===== config.mk =====
export PLATFORM = sky130hd
export DESIGN_NAME = multdiv_sequencer_flat
export DESIGN_NICKNAME = d
export VERILOG_FILES = /design/src/rtl/multdiv_seq_if.sv /design/src/rtl/multdiv_sequencer.sv /design/src/flat_wrapper.sv
export SDC_FILE = /design/constraint.sdc
export NUM_CORES = 1
export LEC_CHECK = 0
export ABC_CLOCK_PERIOD_IN_PS = 1900
export BUFFER_PORTS_ARGS = -buffer_cell sky130_fd_sc_hd__buf_2
export CORE_ASPECT_RATIO = 0.75
export CORE_MARGIN = 10
export CORE_UTILIZATION = 47
export CTS_BUF_LIST = sky130_fd_sc_hd__clkbuf_4 sky130_fd_sc_hd__clkbuf_8 sky130_fd_sc_hd__clkbuf_16
export CTS_CLUSTER_DIAMETER = 200
export DETAILED_ROUTE_END_ITERATION = 16
export PLACE_DENSITY = 0.81
export SLEW_MARGIN = 20
export SYNTH_ARGS = -nofsm -noshare
export SYNTH_HDL_FRONTEND = slang
export SYNTH_SLANG_ARGS = --single-unit

===== constraint.sdc =====
create_clock -name clock -period 1.9 [get_ports clock]
set_clock_uncertainty 0.05 [all_clocks]
set_input_delay 0.38 -clock clock [delete_from_list [all_inputs] [get_ports clock]]
set_output_delay 0.38 -clock clock [all_outputs]
set_load 0.01 [all_outputs]

===== src/rtl/multdiv_seq_if.sv =====
// Bundle of every handshake between the multdiv sequencer, the pipeline and the multdiv unit.
// The sequencer connects through the master modport; the surrounding pipeline uses the slave modport.
interface multdiv_seq_if;
  logic        issue_valid;
  logic        issue_op;
  logic [4:0]  issue_rd;
  logic [31:0] issue_a;
  logic [31:0] issue_b;
  logic [4:0]  dec_rs1;
  logic [4:0]  dec_rs2;
  logic        issue_stall;
  logic        hazard_stall;
  logic [31:0] md_a;
  logic [31:0] md_b;
  logic        md_mult;
  logic        md_div;
  logic [31:0] md_result;
  logic        md_exception;
  logic        md_ready;
  logic        wb_req;
  logic [4:0]  wb_reg;
  logic [31:0] wb_data;
  logic        wb_grant;
  logic        busy;
  logic        timeout_err;

  modport master (
    input  issue_valid, issue_op, issue_rd, issue_a, issue_b, dec_rs1, dec_rs2,
    input  md_result, md_exception, md_ready, wb_grant,
    output issue_stall, hazard_stall, md_a, md_b, md_mult, md_div,
    output wb_req, wb_reg, wb_data, busy, timeout_err
  );

  modport slave (
    output issue_valid, issue_op, issue_rd, issue_a, issue_b, dec_rs1, dec_rs2,
    output md_result, md_exception, md_ready, wb_grant,
    input  issue_stall, hazard_stall, md_a, md_b, md_mult, md_div,
    input  wb_req, wb_reg, wb_data, busy, timeout_err
  );
endinterface


===== src/rtl/multdiv_sequencer.sv =====
// Sequences one mult/div at a time through the shared multdiv unit, guards the busy
// destination against RAW hazards and arbitrates the result onto the regfile write port.
module multdiv_sequencer #(
  parameter int TIMEOUT       = 40,
  parameter int RSTATUS_REG   = 30,
  parameter int MULT_EXC_CODE = 4,
  parameter int DIV_EXC_CODE  = 5
) (
  input logic          clock,
  input logic          reset,
  multdiv_seq_if.master bus
);
  typedef enum logic [1:0] {S_IDLE, S_START, S_WAIT, S_COMMIT} state_t;

  localparam logic [5:0]  CNT_LAST  = 6'(TIMEOUT - 1);
  localparam logic [5:0]  CNT_MAX   = 6'h3f;
  localparam logic [4:0]  RSTATUS   = 5'(RSTATUS_REG);
  localparam logic [31:0] MULT_CODE = 32'(MULT_EXC_CODE);
  localparam logic [31:0] DIV_CODE  = 32'(DIV_EXC_CODE);

  state_t      r_state;
  state_t      w_next;
  logic        r_op;
  logic [4:0]  r_rd;
  logic [31:0] r_a;
  logic [31:0] r_b;
  logic [31:0] r_res;
  logic        r_exc;
  logic [5:0]  r_cnt;
  logic        r_timeout_err;

  logic        w_accept;
  logic        w_ready;
  logic        w_timeout;
  logic        w_wb_req;
  logic [4:0]  w_wb_reg;
  logic [31:0] w_wb_data;
  logic        w_rd_hit;
  logic        w_rstatus_hit;

  assign w_accept  = (r_state == S_IDLE) && bus.issue_valid;
  assign w_ready   = (r_state == S_WAIT) && bus.md_ready;
  assign w_timeout = (r_state == S_WAIT) && !bus.md_ready && (r_cnt == CNT_LAST);

  always_comb begin
    w_next    = r_state;
    w_wb_req  = 1'b0;
    w_wb_reg  = 5'd0;
    w_wb_data = 32'd0;
    case (r_state)
      S_IDLE:  if (bus.issue_valid) w_next = S_START;
      S_START: w_next = S_WAIT;
      S_WAIT: begin
        if (bus.md_ready)           w_next = S_COMMIT;
        else if (r_cnt == CNT_LAST) w_next = S_IDLE;
      end
      S_COMMIT: begin
        // An exception overrides the destination so software sees the fault in rstatus.
        if (r_exc) begin
          w_wb_req  = 1'b1;
          w_wb_reg  = RSTATUS;
          w_wb_data = r_op ? DIV_CODE : MULT_CODE;
        end else if (r_rd != 5'd0) begin
          w_wb_req  = 1'b1;
          w_wb_reg  = r_rd;
          w_wb_data = r_res;
        end
        if (!w_wb_req || bus.wb_grant) w_next = S_IDLE;
      end
      default: w_next = S_IDLE;
    endcase
  end

  always_ff @(posedge clock or negedge reset) begin
    if (!reset) r_state <= S_IDLE;
    else        r_state <= w_next;
  end

  always_ff @(posedge clock or negedge reset) begin
    if (!reset) begin
      r_op          <= 1'b0;
      r_rd          <= 5'd0;
      r_a           <= 32'd0;
      r_b           <= 32'd0;
      r_res         <= 32'd0;
      r_exc         <= 1'b0;
      r_cnt         <= 6'd0;
      r_timeout_err <= 1'b0;
    end else begin
      if (w_accept) begin
        r_op <= bus.issue_op;
        r_rd <= bus.issue_rd;
        r_a  <= bus.issue_a;
        r_b  <= bus.issue_b;
      end
      // Saturate so a large TIMEOUT can never alias back to an early count.
      if (r_state == S_START)                        r_cnt <= 6'd0;
      else if (r_state == S_WAIT && r_cnt != CNT_MAX) r_cnt <= r_cnt + 6'd1;
      if (w_ready) begin
        r_res <= bus.md_result;
        r_exc <= bus.md_exception;
      end
      if (w_timeout) r_timeout_err <= 1'b1;
    end
  end

  assign w_rd_hit      = (r_rd != 5'd0) && ((bus.dec_rs1 == r_rd) || (bus.dec_rs2 == r_rd));
  assign w_rstatus_hit = (bus.dec_rs1 == RSTATUS) || (bus.dec_rs2 == RSTATUS);

  assign bus.busy         = (r_state != S_IDLE);
  assign bus.issue_stall  = bus.issue_valid && (r_state != S_IDLE);
  assign bus.hazard_stall = bus.busy && (w_rd_hit || w_rstatus_hit);
  assign bus.md_a         = r_a;
  assign bus.md_b         = r_b;
  assign bus.md_mult      = (r_state == S_START) && !r_op;
  assign bus.md_div       = (r_state == S_START) && r_op;
  assign bus.wb_req       = w_wb_req;
  assign bus.wb_reg       = w_wb_reg;
  assign bus.wb_data      = w_wb_data;
  assign bus.timeout_err  = r_timeout_err;
endmodule


===== src/flat_wrapper.sv =====
// flat-port wrapper written by rule: the top's interface ports become plain ports
module multdiv_sequencer_flat 
#(
  parameter int TIMEOUT       = 40,
  parameter int RSTATUS_REG   = 30,
  parameter int MULT_EXC_CODE = 4,
  parameter int DIV_EXC_CODE  = 5
)
  (clock, reset, bus_issue_valid, bus_issue_op, bus_issue_rd, bus_issue_a, bus_issue_b, bus_dec_rs1, bus_dec_rs2, bus_md_result, bus_md_exception, bus_md_ready, bus_wb_grant, bus_issue_stall, bus_hazard_stall, bus_md_a, bus_md_b, bus_md_mult, bus_md_div, bus_wb_req, bus_wb_reg, bus_wb_data, bus_busy, bus_timeout_err);
  multdiv_seq_if bus_i ();
  input logic clock;
  input logic reset;
  input wire logic [$bits(bus_i.issue_valid)-1:0] bus_issue_valid;
  input wire logic [$bits(bus_i.issue_op)-1:0] bus_issue_op;
  input wire logic [$bits(bus_i.issue_rd)-1:0] bus_issue_rd;
  input wire logic [$bits(bus_i.issue_a)-1:0] bus_issue_a;
  input wire logic [$bits(bus_i.issue_b)-1:0] bus_issue_b;
  input wire logic [$bits(bus_i.dec_rs1)-1:0] bus_dec_rs1;
  input wire logic [$bits(bus_i.dec_rs2)-1:0] bus_dec_rs2;
  input wire logic [$bits(bus_i.md_result)-1:0] bus_md_result;
  input wire logic [$bits(bus_i.md_exception)-1:0] bus_md_exception;
  input wire logic [$bits(bus_i.md_ready)-1:0] bus_md_ready;
  input wire logic [$bits(bus_i.wb_grant)-1:0] bus_wb_grant;
  output wire logic [$bits(bus_i.issue_stall)-1:0] bus_issue_stall;
  output wire logic [$bits(bus_i.hazard_stall)-1:0] bus_hazard_stall;
  output wire logic [$bits(bus_i.md_a)-1:0] bus_md_a;
  output wire logic [$bits(bus_i.md_b)-1:0] bus_md_b;
  output wire logic [$bits(bus_i.md_mult)-1:0] bus_md_mult;
  output wire logic [$bits(bus_i.md_div)-1:0] bus_md_div;
  output wire logic [$bits(bus_i.wb_req)-1:0] bus_wb_req;
  output wire logic [$bits(bus_i.wb_reg)-1:0] bus_wb_reg;
  output wire logic [$bits(bus_i.wb_data)-1:0] bus_wb_data;
  output wire logic [$bits(bus_i.busy)-1:0] bus_busy;
  output wire logic [$bits(bus_i.timeout_err)-1:0] bus_timeout_err;
  assign bus_i.issue_valid = bus_issue_valid;
  assign bus_i.issue_op = bus_issue_op;
  assign bus_i.issue_rd = bus_issue_rd;
  assign bus_i.issue_a = bus_issue_a;
  assign bus_i.issue_b = bus_issue_b;
  assign bus_i.dec_rs1 = bus_dec_rs1;
  assign bus_i.dec_rs2 = bus_dec_rs2;
  assign bus_i.md_result = bus_md_result;
  assign bus_i.md_exception = bus_md_exception;
  assign bus_i.md_ready = bus_md_ready;
  assign bus_i.wb_grant = bus_wb_grant;
  assign bus_issue_stall = bus_i.issue_stall;
  assign bus_hazard_stall = bus_i.hazard_stall;
  assign bus_md_a = bus_i.md_a;
  assign bus_md_b = bus_i.md_b;
  assign bus_md_mult = bus_i.md_mult;
  assign bus_md_div = bus_i.md_div;
  assign bus_wb_req = bus_i.wb_req;
  assign bus_wb_reg = bus_i.wb_reg;
  assign bus_wb_data = bus_i.wb_data;
  assign bus_busy = bus_i.busy;
  assign bus_timeout_err = bus_i.timeout_err;
  multdiv_sequencer #(.TIMEOUT(TIMEOUT), .RSTATUS_REG(RSTATUS_REG), .MULT_EXC_CODE(MULT_EXC_CODE), .DIV_EXC_CODE(DIV_EXC_CODE)) u_core (.clock(clock), .reset(reset), .bus(bus_i));
endmodule

=== Word-level counts from Yosys, hierarchy flattened ===
Index checks and enable logic that the tools add are counted.

* Register bits: 112
* Bits of input ports: 118
* Output and inout port bits: 108
* Word-level logic and storage cells: 62

* Add/subtract/negate cells: 1
* Equality and inequality tests: 12
* Multiplexer cells: 18
* Reductions and logical operators: 22

{| class="wikitable"
|+ Operators by type and width
! kind !! number
|-
| $mux 32 || 3
|-
| $mux 5 || 3
|-
| $mux 6 || 2
|-
| $eq 5x5->1 || 2
|-
| $eq 5x5->1 const B || 2
|-
| $logic_and 1x1->1 || 10
|-
| $mux 2 || 4
|-
| $pmux 2 s4 || 1
|-
| $add 6x1->6 const B || 1
|-
| $eq 6x6->1 const B || 1
|-
| $ne 6x6->1 const B || 1
|-
| $mux 1 || 5
|-
| $reduce_bool 5->1 || 1
|-
| $eq 2x2->1 const B || 2
|-
| $logic_or 1x1->1 || 4
|-
| $reduce_bool 2->1 || 2
|-
| $logic_not 1->1 || 3
|-
| $ne 3x3->1 const B || 1
|-
| $reduce_and 3->1 || 1
|-
| $eq 2x1->1 const B || 1
|-
| $logic_not 2->1 || 1
|-
| $ne 2x1->1 const B || 1
|-
| $ne 2x2->1 const B || 1
|}

=== Longest topological paths before layout ===
Gate-level depths: netlist (run 1).

* Depth after elaboration: 8
* Gate-level depth with buffers: 7
* Depth with buffers taken out: 5

=== Worst setup path after synthesis (run 1) ===
OpenSTA, ideal clock, no wires.

* Path kind: register to output
* Start point: register u_core.r_state[1]
* End point: output bus_wb_data[10]
* Arrival time: 1.225 ns
* Required time: 1.470 ns
* Slack: 0.245 ns
* Cell stages (with the launch flop): 6
* Buffers on the path: 2
* Cells stage by stage: dfrtp_1 buf_2 nand2_1 a211oi_2 clkbuf_1 and2_1

* Longest elaborated chain between the ends: 2

{| class="wikitable"
|+ Ends and longest elaborated chain
! element !! RTL line !! text
|-
| start: declaration || multdiv_sequencer.sv:21 || <nowiki>state_t r_state;</nowiki>
|-
| start signal: assignment || multdiv_sequencer.sv:76 || <nowiki>else r_state <= w_next;</nowiki>
|-
| $eq 2x2->1 || multdiv_sequencer.sv:50 || <nowiki>case (r_state)</nowiki>
|-
| $mux 32 || multdiv_sequencer.sv:50 ||
|-
| end: declaration || flat_wrapper.sv:32 || <nowiki>output wire logic [$bits(bus_i.wb_data)-1:0] bus_wb_data;</nowiki>
|}

Every way passes these cells.

=== Worst setup path after layout (run 1) ===
* Start point: register u_core.r_rd[3]
* End point: output bus_hazard_stall

* Longest elaborated chain between the ends: 5
* Elaborated cells on any way between the ends: 7
* Classes of those cells: eq/ne (2); reduce/logical (5)

{| class="wikitable"
|+ Ends and longest elaborated chain
! element !! RTL line !! text
|-
| start: declaration || multdiv_sequencer.sv:24 || <nowiki>logic [4:0] r_rd;</nowiki>
|-
| start signal: assignment || multdiv_sequencer.sv:92 || <nowiki>r_rd <= bus.issue_rd;</nowiki>
|-
| $eq 5x5->1 || multdiv_sequencer.sv:107 || <nowiki>assign w_rd_hit = (r_rd != 5'd0) && ((bus.dec_rs1 == r_rd) || (bus.dec_rs2 == r_rd));</nowiki>
|-
| $logic_or 1x1->1 || multdiv_sequencer.sv:107 ||
|-
| $logic_and 1x1->1 * || multdiv_sequencer.sv:107 ||
|-
| $logic_or 1x1->1 * || multdiv_sequencer.sv:112 || <nowiki>assign bus.hazard_stall = bus.busy && (w_rd_hit || w_rstatus_hit);</nowiki>
|-
| $logic_and 1x1->1 * || multdiv_sequencer.sv:112 ||
|-
| end: declaration || flat_wrapper.sv:25 || <nowiki>output wire logic [$bits(bus_i.hazard_stall)-1:0] bus_hazard_stall;</nowiki>
|}

Mark *: on every way between the ends. The rest lies on a longest branch, timed or not.

==> metrics.txt, run 1 <==
CTS max path bufs=2; maximum vdd drop=1.03 mV; antenna cell count=0; Worst-Skew Late Latency=0.34 ns; area of placed instances=6150 µm²; largest net degree at the start of global routing=46; Yosys cell types=35; most area-consuming cells after synthesis=dfrtp_1, mux2_2, mux2_4; area leader, netlist=dfrtp_1; Crit Path Class=flop to output pin; nature of the critical path startpoint=flop; FF-to-FF setup slack=0.21 ns; Port Buffers=225; Fin Hold WS=0.195 ns; synthesized area=4830 µm²; IO Pins=226; leakage power=0.00328 µW; post-synth top area share=0.580; ys async rst share=1.00; Routed WL=13,000 µm; area delta synth->final=35.5%; status=finished, violations left; die area=14,800 µm²; Mean Syn Cell Area=14.0 µm²; core area=9850 µm²; FILL cells=756; clock slew at reported path FFs=0.07 ns; Hold Fails Final Rpt=0; layout cells sized above 1=0.645; EDFF count, synth=0; Seq/Total Area, Yosys=0.580; first-pass GRT wire length=20,100 µm; drt pass-1 iters=4; final instance area=6550 µm²; Routed Antenna Nets=0; RSZ-0062 raised after global routing=yes; DR iter-0 viols=106; All-Layer GR Usage=0.170; Worst Hold Class=input port to flop; worst slew pin tran=0.386 ns; final period utilization=1.10; Vias=3,557; Die Width=137 µm; WL/cell=17.9 µm; Ys Warns=0; pre-CTS setup slack=0.0365 ns; maxcap violations=0; most common cell in the netlist=dfrtp_1; Final Max Slew Viols=0; Vias/cell=4.90; initial antenna violation count=0; post-route worst setup slack=-0.185 ns; failing checks=negative setup slack; Worst Path Arrival=1.65 ns; Nets=708; Syn Inst Count=346; dpl cells=703; syn nets=465; pwr dens=1610 nW/µm²; row count=31; Critical Path Fanout Max=4; Synth Register Bits=112; Final Setup Violations=34; worst relative slew slack=0.740; Finished Layout Cells=726; Post-synth top cells=dfrtp_1, mux2_2, and2_1, nor2_1, mux2_4; final period demand of the worst path=2.08 ns; Fmax achieved=0.480 GHz; initial core utilization=0.490; Critical Path RT=1.47 ns; die height=108 µm; DPL Wire Length=10,400 µm; vias in the first global route=3,854; CTS tree=yes; CTS Buf Count=9; main flop type after synthesis=dfrtp_1; RePlAce Congestion=0.826; Power Total=10,600 µW; root buffer cell=clkbuf_16; # H-tree levels=3; # DRC=0; Crit. End Element=output pin; CTS sink count=112; grt ovf=0
-- cells in the final DEF (no fill, tap or decap), types with 3 or more instances in the layout --
cell type	netlist	routed
buf_4	0	18
inv_1	6	5
nor2_1	18	16
nor3_1	6	4
xnor2_1	4	4
buf_6	11	4
mux2_4	13	13
dfrtp_1	112	108
and2_1	30	29
nor2_2	1	3
mux2_2	89	89
xor2_1	6	6
o22ai_1	3	3
buf_2	1	221
buf_12	0	4
nand4_1	3	3
clkbuf_16	0	9
o21ai_0	4	4
a21oi_1	6	5
nand3_1	5	5
dfrtp_2	0	4
nand2_2	1	3
nand2_1	5	3
-- critical path: stages, from the launching register on --
cell and delay (ns):
dfrtp_2 0.46, xor2_1 0.18, nor3_1 0.22, a41oi_1 0.16, a21oi_2 0.15, buf_2 0.15
-- kinds of logic after synthesis --
family,count (synthesis),synth area share
adders and majority gates,1,0.00259
xor gates and xnor gates,10,0.0181
and+or+nand+nor,76,0.0847
AOI/OAI and AO/OA,21,0.0280
muxes,104,0.252
buffers and inverters,22,0.0344
DFF,112,0.580
-- cell type report --
cell class	count	area (µm²)	area share
timing repair buffer	248	1380	0.210
clock buffer	10	233	0.0356
clock inverter	6	43.8	0.00669
tap	132	165	0.0252
sequential	112	2810	0.429
inverter	6	22.5	0.00344
multi-input combinational	212	1900	0.290
-- path summary, 6_finish.rpt --
check / depth (start not counted) / startpoint / end
worst max-delay path: 5 / u_core.r_rd[3]$_DFFE_PN0P_ / bus_hazard_stall
worst max register to register: 5 / u_core.r_state[1]$_DFFE_PN0P_ / u_core.bus.md_b[3]$_DFFE_PN0P_
min in group asynchronous: 2 / reset / u_core.bus.md_b[30]$_DFFE_PN0P_
max in group asynchronous: 3 / reset / u_core.bus.md_a[31]$_DFFE_PN0P_
worst min register to register: 1 / u_core.bus.timeout_err$_DFFE_PN0P_ / u_core.bus.timeout_err$_DFFE_PN0P_
worst min-delay path: 3 / bus_issue_op / u_core.r_op$_DFFE_PN0P_
-- routing by layer --
layer  wire (µm)  track usage
met5           0            0
met4         138       0.0443
met3        2010        0.107
met2        6110        0.283
met1        4750        0.177
-- report_power, final --
| group | leakage [µW] | total, µW | internal, µW | switching, µW |
|---|---|---|---|---|
| registers | 0.00133 | 4230 | 3570 | 659 |
| logic | 0.00181 | 4580 | 2480 | 2100 |
| clock network | 0.000136 | 1750 | 910 | 843 |
| total | 0.00328 | 10600 | 6960 | 3600 |
-- metrics by stage --
step | TNS (ns) | utilization
after detailed placement | 0 | 0.624
after global placement | 0 | 0.624
final | -4.63 | 0.664
after CTS | -5.34 | 0.660
after floorplan | 0 | -
after global routing | -7.63 | 0.664
-- state kept, by name, summed over array words and instances, names as in the netlist --
name	cells
u_core.bus.md_a	32
u_core.bus.md_b	32
u_core.r_res	32
u_core.r_cnt	6
u_core.r_rd	5
u_core.r_state	2
u_core.bus.timeout_err	1
u_core.r_exc	1
u_core.r_op	1
-- timing repair --
item	in CTS	in global routing
setup buffers	3	3
gates cloned	0	0
pin swaps	6	6
hold buffers	1	0
gates resized for setup	12	7
endpoints found under the hold margin	26	0
endpoints found under the setup margin	34	35
Power figures use the tool's default switching activity.
==> inputs of run 2 (changes only) <==
BUFFER_PORTS_ARGS = not set   (was -buffer_cell sky130_fd_sc_hd__buf_2)
CORE_UTILIZATION = 36   (was 47)
DONT_BUFFER_PORTS = 1   (was not set)
PLACE_DENSITY = not set   (was 0.81)
==> metrics.txt, run 2 (synthesized netlist as in run 1, its figures left out) <==
core area=13,100 µm²; CTS Buf Count=9; Worst-Skew Late Latency=0.34 ns; max layer used=met4; # DRC=0; Port Buffers=0; Nets=471; pwr dens=1790 nW/µm²; grt ovf=0; initial core utilization=0.370; leakage power=0.00230 µW; wl on met1=4780 µm; critical path's top delay family=flip-flops; Crit Path Class=flop to output pin; crit path to=bus_wb_data[25]; IO Pins=226; failing checks=negative hold slack, negative setup slack; CTS sink count=112; largest net degree at the start of global routing=113; Fin Hold WS=-0.317 ns; antenna cell count=0; status=finished, violations left; slowest CP cell=dfrtp_1; final period utilization=1.04; Worst Hold Class=input port to asynchronous set/reset pin; area delta synth->final=12.0%; Final Max Slew Viols=0; final period demand of the worst path=1.98 ns; worst relative slew slack=0.719; root buffer cell=clkbuf_16; Die Width=154 µm; Fmax achieved=0.505 GHz; vias in the first global route=3,119; crit path buf inv count=1; layout cells sized above 1=0.461; drt pass-1 iters=4; RSZ-0062 raised after global routing=yes; crit-path cells=nand2_4, a211oi_4, buf_12, and2_1; first-pass GRT wire length=19,100 µm; worst setup path startpoint=u_core.r_state[0]$_DFFE_PN0P_; die height=120 µm; Final Setup Violations=34; Reg2Reg Depth=4; Routed WL=12,100 µm; Finished Layout Cells=527; Hold Fails Final Rpt=112; Routed Antenna Nets=0; Power Total=9660 µW; nature of the critical path startpoint=flop; maximum vdd drop=0.693 mV; All-Layer GR Usage=0.129; Routed met3 length=1590 µm; Crit. End Element=output pin; initial antenna violation count=0; CP max stage delay=0.43 ns; reg2reg end=u_core.bus.md_a[4]$_DFFE_PN0P_; Crit path depth=4; Critical Path RT=1.47 ns; leading cell type in the layout, fill and taps excluded=dfrtp_1; maxcap violations=0; Vias=2,731; RR Startpoint=u_core.r_state[1]$_DFFE_PN0P_; post-route worst setup slack=-0.0805 ns; clock slew at reported path FFs=0.07 ns; most frequent cells in the layout=dfrtp_1, mux2_2, and2_4; row count=36; Vias/cell=5.18; # H-tree levels=3; Worst Path Arrival=1.55 ns; DR iter-0 viols=106; WL/cell=22.9 µm; worst slew pin tran=0.418 ns; DPL Wire Length=9200 µm; setup_tns=-1.95 ns; CTS max path bufs=2; dpl cells=511; WL met2=5530 µm; Critical Path Fanout Max=30; die area=18,500 µm²; CTS tree=yes; RePlAce Congestion=0.823; FF-to-FF setup slack=0.17 ns
run 2: worst min path at each step:
stage,from,end,slack (ns),cells past startpoint
2_1_floorplan,reset,u_core.bus.md_a[0]$_DFFE_PN0P_,0.03,0
3_3_place_gp,reset,u_core.r_res[2]$_DFFE_PN0P_,0.04,0
3_5_place_dp,reset,u_core.r_exc$_DFFE_PN0P_,0.04,0
4_1_cts,reset,u_core.r_exc$_DFFE_PN0P_,-0.34,0
5_1_grt,reset,u_core.bus.md_a[16]$_DFFE_PN0P_,-0.35,0
6_report,reset,u_core.r_exc$_DFFE_PN0P_,-0.32,0
run 2: cell type report:
type                       instances  area, µm²
sequential                       112       2810
timing repair buffer              11        133
clock inverter                     6       51.3
inverter                           6       22.5
tap                              171        214
fill                            1213       7650
clock buffer                       9        225
multi-input combinational        212       1960
run 2: repair_timing:
item | CTS | global route
pin swaps | 7 | 3
setup buffers | 1 | 0
resized for setup | 8 | 28
setup endpoints to repair | 34 | 41
endpoints found under the hold margin | 112 | 112
run 2: stage by stage:
| stage | util | instance area, µm² | worst slack, ns | hold WS (ns) |
|---|---|---|---|---|
| after floorplan | - | 4830 | 0.245 | 0.0344 |
| after global placement | 0.385 | 5030 | 0.200 | 0.0383 |
| after detailed placement | 0.385 | 5030 | 0.209 | 0.0389 |
| after CTS | 0.408 | 5330 | -0.124 | -0.337 |
| after global routing | 0.414 | 5410 | -0.181 | -0.347 |
| final | 0.414 | 5410 | -0.0805 | -0.317 |
run 2: layer usage:
layer	track usage	vias up
met2	0.196	147
li1	-	1213
met3	0.0829	15
met5	0	-
met1	0.148	1356
met4	0.0336	0
run 2: power by group:
| group | leakage (µW) | total, µW | internal [µW] | switching [µW] |
|---|---|---|---|---|
| clock network | 0.000139 | 1790 | 907 | 878 |
| logic | 0.000830 | 3020 | 1750 | 1270 |
| registers | 0.00133 | 4860 | 3580 | 1280 |
